--- src/rtl/sobel_edge_engine.sv ---
// Streaming 3x3 Sobel edge detector: reads a frame column by column through a
// latency-RD_LAT memory port and writes a one-bit edge map in raster order.
module sobel_edge_engine #(
    parameter int WIDTH     = 640,
    parameter int HEIGHT    = 480,
    parameter int PIX_W     = 10,
    parameter int PIX_LSB   = 20,
    parameter int ADDR_W    = 19,
    parameter int RD_LAT    = 1,
    parameter int SQ_SHIFT  = 16,
    parameter int ABS_SHIFT = 5
) (
    input  logic              clk,
    input  logic              reset,
    input  logic              start,
    input  logic              abort,
    input  logic [1:0]        mode,
    input  logic [6:0]        thres,
    output logic [ADDR_W-1:0] read_addr,
    input  logic [35:0]       read_data,
    output logic [ADDR_W-1:0] write_addr,
    output logic              write_data,
    output logic              write_en,
    output logic              busy,
    output logic              done
);

    localparam int P    = RD_LAT + 5;
    localparam int CW   = $clog2(WIDTH + 1);
    localparam int RW   = $clog2(HEIGHT + 1);
    localparam int SW   = $clog2(P);
    localparam int GW   = PIX_W + 3;
    localparam int CMPW = 2 * GW + 9 + SQ_SHIFT + ABS_SHIFT;

    localparam logic [CW-1:0]     COL_LAST = CW'(WIDTH);
    localparam logic [RW-1:0]     ROW_LAST = RW'(HEIGHT - 1);
    localparam logic [SW-1:0]     CYC_LAST = SW'(P - 1);
    localparam logic [SW-1:0]     CYC_WR   = SW'(P - 2);
    localparam logic [SW-1:0]     CYC_CAP0 = SW'(RD_LAT);
    localparam logic [SW-1:0]     CYC_CAP1 = SW'(RD_LAT + 1);
    localparam logic [SW-1:0]     CYC_CAP2 = SW'(RD_LAT + 2);
    localparam logic [ADDR_W-1:0] ROW_STEP = ADDR_W'(WIDTH);

    typedef enum logic [1:0] {S_IDLE, S_RUN, S_FINISH} state_t;

    state_t                        state_q, state_d;
    logic [SW-1:0]                 cyc_q;
    logic [CW-1:0]                 col_q;
    logic [RW-1:0]                 row_q;
    logic [ADDR_W-1:0]             row_base_q;
    logic [1:0]                    mode_q;
    logic [6:0]                    thres_q;
    logic [2:0][2:0][PIX_W-1:0]    win_q;   // [row][col], col 2 is newest
    logic [PIX_W-1:0]              top_q, mid_q;
    logic                          write_en_q, write_data_q;
    logic [ADDR_W-1:0]             write_addr_q;

    logic              step_end, last_step, in_col, up_ok, dn_ok, wr_fire, hit;
    logic [PIX_W-1:0]  pix, tap_top, tap_mid, tap_bot;
    logic signed [GW-1:0] gx, gy;
    logic              unused_rd;

    function automatic logic signed [GW-1:0] px(input logic [PIX_W-1:0] p);
        return signed'({3'b000, p});
    endfunction

    function automatic logic [CMPW-1:0] mag(input logic signed [GW-1:0] v);
        logic [GW-1:0] a;
        a = v[GW-1] ? -v : v;
        return CMPW'(a);
    endfunction

    function automatic logic edge_hit(input logic [1:0] m, input logic [6:0] t,
                                      input logic signed [GW-1:0] vx,
                                      input logic signed [GW-1:0] vy);
        logic [CMPW-1:0] ax, ay, t_sq, t_abs;
        ax    = mag(vx);
        ay    = mag(vy);
        t_sq  = CMPW'(t) << SQ_SHIFT;
        t_abs = CMPW'(t) << ABS_SHIFT;
        case (m)
            2'd0:    return (ax * ax + ay * ay) > t_sq;
            2'd1:    return ax > t_abs;
            2'd2:    return ay > t_abs;
            default: return (ax + ay) > t_abs;
        endcase
    endfunction

    assign step_end  = (state_q == S_RUN) && (cyc_q == CYC_LAST);
    assign last_step = step_end && (col_q == COL_LAST) && (row_q == ROW_LAST);
    assign in_col    = (col_q != COL_LAST);
    assign up_ok     = (row_q != '0);
    assign dn_ok     = (row_q != ROW_LAST);

    always_ff @(posedge clk or negedge reset) begin
        if (!reset) state_q <= S_IDLE;
        else        state_q <= state_d;
    end

    always_comb begin
        state_d = state_q;
        case (state_q)
            S_IDLE:   if (start) state_d = S_RUN;
            S_RUN:    if (abort) state_d = S_IDLE;
                      else if (last_step) state_d = S_FINISH;
                      default:  state_d = S_IDLE;
        endcase
    end

    assign busy = (state_q != S_IDLE);
    assign done = (state_q == S_FINISH);

    // Rows y-1, y, y+1 of column k on step cycles 0..2; out-of-image taps park at 0.
    always_comb begin
        read_addr = '0;
        if (state_q == S_RUN && in_col) begin
            if (cyc_q == SW'(0) && up_ok)      read_addr = row_base_q - ROW_STEP + ADDR_W'(col_q);
            else if (cyc_q == SW'(1))          read_addr = row_base_q + ADDR_W'(col_q);
            else if (cyc_q == SW'(2) && dn_ok) read_addr = row_base_q + ROW_STEP + ADDR_W'(col_q);
        end
    end

    assign pix       = read_data[PIX_LSB +: PIX_W];
    assign unused_rd = ^read_data;
    assign tap_top   = (in_col && up_ok) ? pix : '0;
    assign tap_mid   = in_col ? pix : '0;
    assign tap_bot   = (in_col && dn_ok) ? pix : '0;

    assign gx = (px(win_q[0][2]) + (px(win_q[1][2]) <<< 1) + px(win_q[2][2]))
              - (px(win_q[0][0]) + (px(win_q[1][0]) <<< 1) + px(win_q[2][0]));
    assign gy = (px(win_q[2][0]) + (px(win_q[2][1]) <<< 1) + px(win_q[2][2]))
              - (px(win_q[0][0]) + (px(win_q[0][1]) <<< 1) + px(win_q[0][2]));
    assign hit     = edge_hit(mode_q, thres_q, gx, gy);
    assign wr_fire = (state_q == S_RUN) && !abort && (cyc_q == CYC_WR) && (col_q != '0);

    always_ff @(posedge clk or negedge reset) begin
        if (!reset) begin
            cyc_q        <= '0;
            col_q        <= '0;
            row_q        <= '0;
            row_base_q   <= '0;
            mode_q       <= '0;
            thres_q      <= '0;
            win_q        <= '0;
            top_q        <= '0;
            mid_q        <= '0;
            write_en_q   <= 1'b0;
            write_data_q <= 1'b0;
            write_addr_q <= '0;
        end else begin
            write_en_q   <= wr_fire;
            write_data_q <= wr_fire & hit;
            if (wr_fire) write_addr_q <= row_base_q + ADDR_W'(col_q) - ADDR_W'(1);

            if (state_q == S_IDLE && start) begin
                cyc_q      <= '0;
                col_q      <= '0;
                row_q      <= '0;
                row_base_q <= '0;
                mode_q     <= mode;
                thres_q    <= thres;
            end else if (state_q == S_RUN) begin
                if (step_end) begin
                    cyc_q <= '0;
                    if (col_q == COL_LAST) begin
                        col_q      <= '0;
                        row_q      <= row_q + RW'(1);
                        row_base_q <= row_base_q + ROW_STEP;
                    end else begin
                        col_q <= col_q + CW'(1);
                    end
                end else begin
                    cyc_q <= cyc_q + SW'(1);
                end

                if (cyc_q == CYC_CAP0) top_q <= tap_top;
                if (cyc_q == CYC_CAP1) mid_q <= tap_mid;
                // Column -1 is zero at row start, so the older columns are flushed at k=0.
                if (cyc_q == CYC_CAP2) begin
                    for (int r = 0; r < 3; r++) begin
                        win_q[r][0] <= (col_q == '0) ? '0 : win_q[r][1];
                        win_q[r][1] <= (col_q == '0) ? '0 : win_q[r][2];
                    end
                    win_q[0][2] <= top_q;
                    win_q[1][2] <= mid_q;
                    win_q[2][2] <= tap_bot;
                end
            end
        end
    end

    assign write_en   = write_en_q;
    assign write_data = write_data_q;
    assign write_addr = write_addr_q;

endmodule

--- config.mk ---
export PLATFORM = sky130hd
export DESIGN_NAME = sobel_edge_engine
export DESIGN_NICKNAME = d
export VERILOG_FILES = /design/src/rtl/sobel_edge_engine.sv
export SDC_FILE = /design/constraint.sdc
export NUM_CORES = 1
export LEC_CHECK = 0
export CORE_ASPECT_RATIO = 1.4
export CORE_MARGIN = 2
export CORE_UTILIZATION = 45
export DETAILED_ROUTE_END_ITERATION = 12
export SLEW_MARGIN = 10
export SYNTH_ARGS = -nofsm -noshare
export SYNTH_HDL_FRONTEND = slang
export SYNTH_SLANG_ARGS = --single-unit
--- constraint.sdc ---
create_clock -name clk -period 28.6 [get_ports clk]
set_clock_uncertainty 0.05 [all_clocks]
set_input_delay 7.15 -clock clk [delete_from_list [all_inputs] [get_ports clk]]
set_output_delay 7.15 -clock clk [all_outputs]
set_load 0.01 [all_outputs]
==> summary.txt <==
Drt
  • Via/cell ratio: 5.36
  • First-pass DRT Iterations: 5
  • Drt drc: 0
  • Final ANT Viol Nets: 0
  • Total vias in the final route: 17.1k
  • Final wirelength: 60.2 mm
  • Wire length per cell: 18.9 µm
  • 1st-iter DRT viols: 683

Synthesis
  • Xor/xnor share of the synthesized area: 5.21%
  • Syn Std Cell Area: 0.0230 mm²
  • Yosys reg bits: 176
  • Yosys Warn Count: 0
  • Synth Area in Adders: 40.8%
  • Syn Inst Count: 2462
  • Compound-Gate Fraction of Synth Area: 11.7%
  • Largest family of logic cells by synthesized area: adder cells
  • Synth Area in Simple Gates: 12.0%
  • Post-synth EDFFs: 0
  • Synth unique cells: 78
  • Mux cell area share after synthesis: 1.55%
  • Sequential fraction of the synthesis area: 19.2%
  • Most used DFF post-synth: dfrtp_1
  • Avg Cell Area, Syn: 9.34 µm²
  • Ys async rst share: 100%

STA
  • Slew margin rel.: 24.7%
  • Final setup vio count: 0
  • Final Hold Viols: 0
  • Tcrit/Tclk final: 49.4%
  • Slew @ Worst Pin: 1.13 ns
  • Unrepaired setup endpoints after global routing: no
  • Max Slew Vio Count: 0
  • Max Freq: 70.7 MHz
  • Final Worst Setup Slack: 14.46 ns
  • Final min period: 14.14 ns
  • Setup_tns: 0 ns

Critical path
  • Req. time, crit path: 28.85 ns
  • Largest stage delay, worst path: 0.73 ns
  • Reg-to-reg startpoint: win_q[62]
  • CP Depth: 42
  • Cell mode on critical path: fa_1
  • Crit. Startpoint: win_q[62]
  • CP top delay family: adder cells
  • Buf/Inv on CP: 6
  • Critical path arrival: 14.39 ns
  • Crit path capture type: flip-flop
  • R2R cell count: 42
  • Crit Reg-Reg Endpoint: write_data
  • Crit-path slowest cell: xnor2_2
  • Kind of critical path: flip-flop to flip-flop
  • Critical path fanouts, max: 13
  • Reg2Reg Setup Slack: 14.46 ns
  • Critical Path End: write_data
  • CP Launch Type: flip-flop

Place
  • Post-DP HPWL: 48.9 mm
  • Worst slack at placement: 14.53 ns
  • IO buf count: 64
  • RePlAce Congestion: 0.914
  • Inst Count DP: 3157

Die
  • Area of the core: 0.0508 mm²
  • Die area: 0.0530 mm²
  • Ports: 91
  • Die H: 271 µm
  • Die width: 195 µm
  • FP Rows: 98
  • Initial core utilization: 45.3%

Clocking
  • Root Buffer: clkbuf_16
  • CTS resizes: 0
  • H-tree levels: 4
  • CTS sink cnt: 176
  • Post-CTS Hold Fix Bufs: 0
  • Clock-pin slew on the worst setup and hold paths: 0.08 ns
  • TritonCTS buffer count: 17
  • CTS tree: yes
  • CTS max path bufs: 2
  • # Post-CTS Setup Buffers: 0
  • Clk Latency, worst-skew pair: 0.45 ns

Job
  • Max Cap Viol: 0

Global route
  • Pin count of the biggest net entering global routing: 98
  • All-Layer GR Usage: 23.7%
  • First-pass GRT wire length: 97.7 mm
  • Initial antenna violation count: 0
  • Vias in the first global route: 18.5k
  • Grt ovf: 0

Finish
  • Layout area overhead: 9.08%
  • Diodes inserted: 0
  • Nets: 3128
  • # fillers: 4881
  • Final Non-Filler Cells: 3189
  • Layout cell share with drive strength beyond 1: 4.81%

Run status
  • Outcome: finished clean

Min path
  • Class of the worst hold path: flip-flop to flip-flop
## logic make-up (layout without fill, tap and decap cells)
family,after synthesis,in the layout
buf+inv,582,641
xor+xnor,132,132
mux,32,32
compound gates,391,391
simple gates,594,594
other cells,2,20
flops,176,176
fa+ha+maj,553,553
## cells in the final DEF (no fill, tap or decap), drive strengths merged, types with 13 or more instances in the layout
master / instances
nand3: 37
nand2b: 13
nor3: 32
clkbuf: 20
xnor2: 91
nor2b: 17
xor2: 41
fa: 327
and2: 18
conb: 20
nor2: 209
buf: 28
nand4: 18
o21a: 24
inv: 520
a211oi: 27
a21oi: 75
a21o: 27
nand2: 179
o21ai: 80
or3: 14
dfrtp: 176
a22o: 82
ha: 226
mux2: 28
nor4: 15
clkdlybuf4s50: 63
## cells in the mapped netlist, types with 14 or more instances
library cell,instances,area (µm²)
inv_1,508,1910
nor2b_1,17,106
a21oi_1,74,370
dfrtp_1,176,4400
xnor2_1,88,771
nand2_1,178,668
o21ai_0,75,375
nor3_1,31,155
clkbuf_1,58,218
xor2_1,40,350
nor4_1,14,87.6
mux2_2,28,315
a21o_1,26,195
a211oi_1,25,188
nand4_1,18,113
nor2_1,209,785
fa_1,327,6550
nand3_1,36,180
o21a_1,24,180
and2_1,18,113
a22o_1,82,718
or3_1,14,87.6
ha_1,226,2830
## state kept, by name, summed over array words and instances (netlist names), 3 cells and up
register,cells
cyc_q,3
mid_q,10
col_q,10
win_q,90
row_q,9
row_base_q,12
thres_q,7
write_addr,19
top_q,10
## metal layers
layer	share of wire [%]	wire length, µm	global-route usage, %	vias to the layer above
met4	5.8	3480	12.8	0
met1	38	23100	26.5	8639
met2	54	32300	44.2	310
met3	2.4	1430	2.11	128
met5	0	0	0	-
li1	-	-	-	8028
## worst min path at each step
stage,from,end,slack [ns],cells after the start
after floorplan,mid_q[0],mid_q[0],0.38,2
after global placement,mid_q[9],mid_q[9],0.40,2
after detailed placement,mid_q[3],mid_q[3],0.41,2
after CTS,mid_q[3],mid_q[3],0.42,2
after global routing,mid_q[1],mid_q[1],0.44,2
final,mid_q[3],mid_q[3],0.42,2
## tightest hold or removal path, delay by kind of cell, from the launching register on
kind,cells,cell delay [ns]
DFF,1,0.34
and+or+nand+nor,2,0.10
## per-stage QoR
stage,util [%],area [µm²],hold slack [ns]
global route,49.4,25100,0.444
CTS,49.4,25100,0.423
finish,49.4,25100,0.419
detailed placement,48.3,24500,0.406
floorplan,-,23100,0.385
global placement,48.3,24500,0.398
## final cells by class
class	instances	area, µm²	area share (%)
Clock inverter	13	144	0.574
Clock buffer	19	443	1.77
Timing Repair Buffer	92	855	3.41
Tap cell	650	813	3.24
Sequential cell	176	4400	17.6
Inverter	517	1940	7.75
Multi-Input combinational cell	1722	16500	65.7
Power is left out: the tool's default activity adds up to more than one toggle a clock period on the data nets, which glitch-free logic cannot reach.
